[config.mk]
export PLATFORM = sky130hd
export DESIGN_NAME = eth_tap_sched
export DESIGN_NICKNAME = d
export VERILOG_FILES = /design/src/rtl/eth_tap_pkg.sv /design/src/rtl/eth_tap_sched.sv
export SDC_FILE = /design/constraint.sdc
export NUM_CORES = 1
export LEC_CHECK = 0
export CAP_MARGIN = 20
export CORE_AREA = 4 4 145 147
export DETAILED_ROUTE_END_ITERATION = 8
export DIE_AREA = 0 0 149 151
export MAX_ROUTING_LAYER = met4
export PLACE_DENSITY = 0.73
export SYNTH_ARGS = -nofsm -noshare
export SYNTH_HDL_FRONTEND = slang
export SYNTH_SLANG_ARGS = --single-unit
[constraint.sdc]
create_clock -name clk156 -period 2.35 [get_ports clk156]
set_input_delay 0.47 -clock clk156 [delete_from_list [all_inputs] [get_ports clk156]]
set_output_delay 0.47 -clock clk156 [all_outputs]
set_load 0.02 [all_outputs]
[src/rtl/eth_tap_pkg.sv]
// Shared types for the PCIe-tap frame scheduler: the 74-bit tap word and the
// scheduler state encoding.
package eth_tap_pkg;

  localparam int TAP_W = 74;

  typedef struct packed {
    logic       tuser;
    logic       tlast;
    logic [7:0] tkeep;
    logic [63:0] tdata;
  } tap_word_t;

  typedef enum logic [1:0] {
    IDLE   = 2'd0,
    STREAM = 2'd1,
    DROP   = 2'd2
  } sched_state_t;

endpackage

[src/rtl/eth_tap_sched.sv]
// Frame-atomic round-robin scheduler from the CQ/CC tap FIFOs into arb2encap,
// with maximum-length truncation (tlast+tuser abort) and debug counters.
//
//  state  | meaning
//  IDLE   | no frame in flight; arbitrate between enabled, non-empty sources
//  STREAM | forwarding words of the granted source until tlast or the length limit
//  DROP   | frame was truncated; discard the remainder up to its tlast
module eth_tap_sched
  import eth_tap_pkg::*;
#(
  parameter int MAX_WORDS = 190,
  parameter int CNT_W     = 32
) (
  input  logic             clk156,
  input  logic             sys_rst_n,
  input  logic [1:0]       src_en,
  input  logic [TAP_W-1:0] fifo0_dout,
  input  logic             fifo0_empty,
  output logic             fifo0_rd_en,
  input  logic [TAP_W-1:0] fifo1_dout,
  input  logic             fifo1_empty,
  output logic             fifo1_rd_en,
  input  logic             out_afull,
  output logic             out_wr_en,
  output logic [TAP_W-1:0] out_din,
  output logic [CNT_W-1:0] frame_cnt0,
  output logic [CNT_W-1:0] frame_cnt1,
  output logic [15:0]      trunc_cnt,
  output logic             busy
);

  localparam int WC_W = $clog2(MAX_WORDS + 1);
  localparam logic [WC_W-1:0] LIMIT = WC_W'(MAX_WORDS - 1);

  sched_state_t    state, state_nxt;
  logic            sel;
  logic            last;
  logic [WC_W-1:0] word_cnt;

  logic [1:0]      req;
  logic            cur_empty;
  tap_word_t       cur_word;
  tap_word_t       fwd_word;
  logic            pop;
  logic            fwd;
  logic            grant;
  logic            gnt_src;
  logic            frame_end;
  logic            trunc;

  assign req       = src_en & ~{fifo1_empty, fifo0_empty};
  assign cur_empty = sel ? fifo1_empty : fifo0_empty;
  assign cur_word  = sel ? fifo1_dout : fifo0_dout;

  always_comb begin
    state_nxt = state;
    pop       = 1'b0;
    fwd       = 1'b0;
    grant     = 1'b0;
    gnt_src   = 1'b0;
    frame_end = 1'b0;
    trunc     = 1'b0;
    fwd_word  = cur_word;
    case (state)
      IDLE: begin
        if (|req) begin
          grant     = 1'b1;
          // on a tie the source not served last time wins
          gnt_src   = (&req) ? ~last : req[1];
          state_nxt = STREAM;
        end
      end
      STREAM: begin
        pop = ~cur_empty & ~out_afull;
        fwd = pop;
        if (pop) begin
          if (cur_word.tlast) begin
            frame_end = 1'b1;
            state_nxt = IDLE;
          end else if (word_cnt == LIMIT) begin
            frame_end      = 1'b1;
            trunc          = 1'b1;
            fwd_word.tlast = 1'b1;
            fwd_word.tuser = 1'b1;
            state_nxt      = DROP;
          end
        end
      end
      DROP: begin
        // downstream already saw the abort, so backpressure is irrelevant here
        pop = ~cur_empty;
        if (pop && cur_word.tlast) state_nxt = IDLE;
      end
      default: state_nxt = IDLE;
    endcase
  end

  assign fifo0_rd_en = pop & ~sel;
  assign fifo1_rd_en = pop & sel;
  assign busy        = (state != IDLE);

  always_ff @(posedge clk156 or negedge sys_rst_n) begin
    if (!sys_rst_n) state <= IDLE;
    else            state <= state_nxt;
  end

  always_ff @(posedge clk156 or negedge sys_rst_n) begin
    if (!sys_rst_n) begin
      sel      <= 1'b0;
      last     <= 1'b1;
      word_cnt <= '0;
    end else if (grant) begin
      sel      <= gnt_src;
      last     <= gnt_src;
      word_cnt <= '0;
    end else if (fwd) begin
      word_cnt <= word_cnt + 1'b1;
    end
  end

  always_ff @(posedge clk156 or negedge sys_rst_n) begin
    if (!sys_rst_n) begin
      out_wr_en <= 1'b0;
      out_din   <= '0;
    end else begin
      out_wr_en <= fwd;
      if (fwd) out_din <= fwd_word;
    end
  end

  always_ff @(posedge clk156 or negedge sys_rst_n) begin
    if (!sys_rst_n) begin
      frame_cnt0 <= '0;
      frame_cnt1 <= '0;
      trunc_cnt  <= '0;
    end else begin
      if (frame_end && !sel) frame_cnt0 <= frame_cnt0 + 1'b1;
      if (frame_end && sel)  frame_cnt1 <= frame_cnt1 + 1'b1;
      if (trunc && (trunc_cnt != 16'hFFFF)) trunc_cnt <= trunc_cnt + 1'b1;
    end
  end

endmodule
[After elaboration in Yosys (flattened, before gate mapping)]
Index checks and enable logic that the tools add are counted.
Storage, ports and cells
  output and inout bits: 158
  word-level logic and storage cells: 69
  bits in registers: 167
Cells by class
  bitwise logic cells: 9
  eq/ne operators: 8
  multiplexer cells: 28
  reductions and logical operators: 11
  $add $sub $neg: 4
Operators by type and width (number)
  $mux W74: 1
  $add A32 B1 Y32 const B: 2
  $mux W2: 9
  $add A16 B1 Y16 const B: 1
  $mux W8: 2
  $ne A16 B16 Y1 const B: 1
  $mux W1: 14
  $add A8 B1 Y8 const B: 1
  $eq A8 B8 Y1 const B: 1
  $ne A2 B2 Y1 const B: 3
  $pmux W2 S3: 1
  $logic_and A1 B1 Y1: 4
  $not A1 Y1: 4
  $reduce_and A4 Y1: 1
  $reduce_bool A2 Y1: 2
  $and A1 B1 Y1: 3
  $ne A3 B3 Y1 const B: 1
  $and A2 B2 Y2: 1
  $eq A2 B1 Y1 const B: 1
  $eq A2 B2 Y1 const B: 1
  $logic_not A2 Y1: 1
  $not A2 Y2: 1
  $pmux W1 S2: 1
  $reduce_and A2 Y1: 1
  other kinds (2): 2

[Depth between registers and ports, before layout]
  depth in word-level cells: 6
  mapped depth: 9
  gate-level depth less buffers: 8

[Worst setup path after synthesis]
No wires, ideal clock.
  path kind: register to output
  start: register sel
  end: output port fifo0_rd_en
  stages on the path, launching flop included: 5
  path buffers: 3
  path slack: -0.258 ns
  arrival: 2.138 ns
  data required time: 1.880 ns
  cell sequence: dfrtp_1 buf_2 buf_2 buf_1 a2111oi_0
On the way
  word-level cells in the longest chain between the ends: 5
  elaborated cells on any way between the ends: 6
  those cells by class: mux: 2; bitwise: 4
Ends and longest elaborated chain
  from (decl): line eth_tap_sched.sv:36  | logic sel;
  from (signal assigned): line eth_tap_sched.sv:113  | sel <= gnt_src;
  $mux W1: line eth_tap_sched.sv:52  | assign cur_empty = sel ? fifo1_empty : fifo0_empty;
  $not A1 Y1: line eth_tap_sched.sv:74, eth_tap_sched.sv:91
  $and A1 B1 Y1: line eth_tap_sched.sv:74  | pop = ~cur_empty & ~out_afull;
  $pmux W1 S2: line eth_tap_sched.sv:64  | case (state)
  $and A1 B1 Y1 *: line eth_tap_sched.sv:98  | assign fifo0_rd_en = pop & ~sel;
  to (decl): line eth_tap_sched.sv:19  | output logic fifo0_rd_en,
Every way passes the cells marked *; elsewhere a longest branch is shown, timed or not.

[Worst setup path after layout]
  start: register state[1]
  end: output port fifo1_rd_en
On the way
  word-level cells in the longest chain between the ends: 3
  elaborated cells on any way between the ends: 4
  those cells by class: eq/ne: 2; mux: 1; bitwise: 1
Ends and longest elaborated chain
  from (decl): line eth_tap_sched.sv:35  | sched_state_t state, state_nxt;
  from (signal assigned): line eth_tap_sched.sv:104  | else state <= state_nxt;
  $eq A2 B2 Y1 / $eq A2 B1 Y1 (equally long branches): line eth_tap_sched.sv:64
  $pmux W1 S2 *: line eth_tap_sched.sv:64
  $and A1 B1 Y1 *: line eth_tap_sched.sv:99  | assign fifo1_rd_en = pop & sel;
  to (decl): line eth_tap_sched.sv:22  | output logic fifo1_rd_en,
Marks and branches as above.

==> reports/results.txt <==
Syn nets = 885
Fin crit share = 97.7%
Hold worst-path end = frame_cnt0[31]
WL met1 = 8.76 mm
Yosys cell types = 50
Setup bufs post-CTS = 0
Worst Path Required = 1.88 ns
Worst EP arrival = 1.83 ns
Filler cell count = 1738
Status = completed
Clock-pin transition on the worst setup and hold timing paths = 0.07 ns
Critical path's slowest cell = dfrtp_1
CTS Buf Count = 17
Final wirelength = 21.7 mm
Final setup fails = 0
Worst-path maximum fanout = 5
Synth Flop Type = dfrtp_1
Largest net degree at the start of global routing = 115
Peak supply drop = 571 uV
Hold Startpoint = frame_cnt0[31]
Die height = 151 um
Clk buf depth = 2
First-pass GRT wire length = 33.6 mm
Post-synthesis sequential area ratio = 53.8%
Crit end category = output pin
F_max = 435 MHz
Critical R2R Launch = sel
Area delta synth->final = 54.1%
Reg2reg end = trunc_cnt[13]
Max-cap violations = 0
Num rows = 52
CTS root buf = clkbuf_16
Crit-path max cell delay = 0.37 ns
Top post-synthesis cells by count = dfrtp_1, nand2_1, mux2i_1, o21ai_0, xnor2_1
RSZ-0062 raised after global routing = true
Top Layer Used = met4
Crit path from = state[1]
Post-DP HPWL = 16.8 mm
Clk sinks = 167
Vias = 6427
H-Tree Depth = 4
Fin cells = 1331
CTS tree = done
Total power = 11.2 mW
Synthesized area per cell = 10.8 um2
Static leakage = 5.29 nW
Most common cell on crit path = buf_4
Flops & latches, synth = 167
1st-pass router iterations = 4
Initial DRC Count = 235
Most common cell in the netlist = dfrtp_1
Asr flop ratio synth = 100%
Final Skew = 0.0135 ns
Met3 wire len = 1.48 mm
Hold path depth = 1
DR WL met2 = 11.2 mm
Total GRT Usage = 19.6%
Initial core utilization = 39.0%
Worst reg2reg setup slack = 0.14 ns
GP Congestion = 0.809
Placed cells = 1297
Number of global-route vias before repair = 6420
Post-Syn Area = 7770 um2
Fraction of layout cells with a size suffix above 1 = 8.77%
DRC = 0
Min Tclk post-route = 2.30 ns
ANT nets after route = 0
Fin util = 60.1%
Clock Latency Late Sink = 0.43 ns
Setup crit start kind = register
FF/Latch Area = 4180 um2
Overflow left after global routing = 0
Multi-input logic area = 3450 um2
Hold Crit Class = reg -> reg
Area share of the largest cell type after synthesis = 53.5%
Buffers on Ports = 312
IO Pins = 313
YS warnings = 0
Die width = 149 um
PwrDens = 933 nW/um2
Crit path max-delay family = buffers and inverters
Length in cells of the worst reg-to-reg path = 6
Core box area = 19900 um2
Final net count = 1210
Bufs and invs on worst path = 4
Type of the worst setup path = reg -> out
Dominant cell type by area after synthesis = dfrtp_1
Critical path, cell by cell = inv_2 -> ha_4 -> buf_4 -> nor2b_4 -> buf_4 -> o2111a_1 -> buf_6
Worst Max-Slew Pin Slew = 0.550 ns
Via-to-Cell Ratio = 4.83
Max Slew Vio Count = 0
Routed WL per cell = 16.3 um
Final hold violations = 0
Number of synthesized flops with an enable pin = 0
Post-Synthesis Cells = 722
Largest cells by area after synthesis = dfrtp_1, mux2i_1, xnor2_1
Rel. slew slack = 63.3%
Initial antenna violation count = 1
Die area = 22500 um2
==> flip-flops by register name (all words and copies together) (netlist names) <==
| register | flops |
|---|---|
| last | 1 |
| state | 2 |
| out_wr_en | 1 |
| word_cnt | 8 |
| frame_cnt0 | 32 |
| out_din | 74 |
| trunc_cnt | 16 |
| frame_cnt1 | 32 |
| sel | 1 |
==> final cells by class <==
cell class | count | area share [%]
sequential | 167 | 35.0
multi-input combinational | 509 | 28.8
antenna | 1 | 0.0209
inverter | 11 | 0.345
clock buffer | 19 | 3.70
clock inverter | 13 | 0.930
timing repair buffer | 341 | 28.4
tap | 270 | 2.82
==> timing repair <==
item                       in CTS  in global routing
gates resized for setup         9                  3
hold buffers                    1                  0
hold endpoints to repair       29                  0
setup endpoints to repair       8                  3
==> worst reg2reg max path, cell delays in order, from the launching register on <==
cell      delay (ns)
dfrtp_4         0.55
mux2_4          0.33
nand2b_4        0.14
or4_1           0.51
buf_4           0.23
nor3_2          0.22
xor2_1          0.16
==> per-stage QoR <==
stage	hold slack, ns	setup TNS (ns)	setup slack [ns]	cell area, um2
2_1_floorplan	0.174	0	0.106	7770
3_3_place_gp	0.447	-4.15	-0.271	11400
3_5_place_dp	0.447	-6.06	-0.284	11400
4_1_cts	0.475	0	0.00807	12000
5_1_grt	0.502	-0.0287	-0.0287	12000
6_report	0.470	0	0.0533	12000
==> cell usage in the layout (no fill, tap or decap), types with 4 or more instances in the layout <==
cell / count
inv_6: 5
buf_4: 23
nor2_1: 18
mux2i_1: 74
nor3_1: 6
nand2_1: 109
dfrtp_1: 165
clkdlybuf4s50_1: 308
xor2_1: 23
a21oi_1: 4
and3_1: 13
nand3_1: 33
o21ai_0: 74
buf_12: 5
clkbuf_16: 17
nor2_2: 6
nand4_1: 26
ha_1: 7
inv_1: 9
xnor2_1: 60
and4_1: 11
nor3_2: 6
==> where the power goes <==
part	switching [mW]	internal, mW	total (mW)
logic	2.37	2.16	4.53
registers	0.440	3.56	4.00
clock network	1.23	1.41	2.64
total	4.04	7.13	11.2
==> metal layers <==
layer  vias up  global-route usage, %
met5         -                      -
met4         0                   4.76
met3        18                   5.57
met2       217                   33.3
met1      3040                   23.2
li1       3152                      -
==> how the worst max path moves through the flow <==
stage               endpoint  slack (ns)  cells after the start
2_1_floorplan   trunc_cnt[1]        0.11                      8
3_3_place_gp   trunc_cnt[15]       -0.27                      7
3_5_place_dp   trunc_cnt[13]       -0.28                      7
4_1_cts          fifo0_rd_en       0.008                      5
5_1_grt          fifo1_rd_en       -0.03                      7
6_report         fifo1_rd_en        0.05                      7
==> cell families after synthesis <==
| group | count (synthesis) | synth area share [%] |
|---|---|---|
| simple gates | 250 | 16.5 |
| fa+ha+maj | 8 | 1.29 |
| xor+xnor | 83 | 9.36 |
| compound gates | 89 | 6.22 |
| mux | 79 | 10.4 |
| buf+inv | 46 | 2.46 |
| flops | 167 | 53.8 |
No activity file was read; power rests on OpenSTA's default activity.
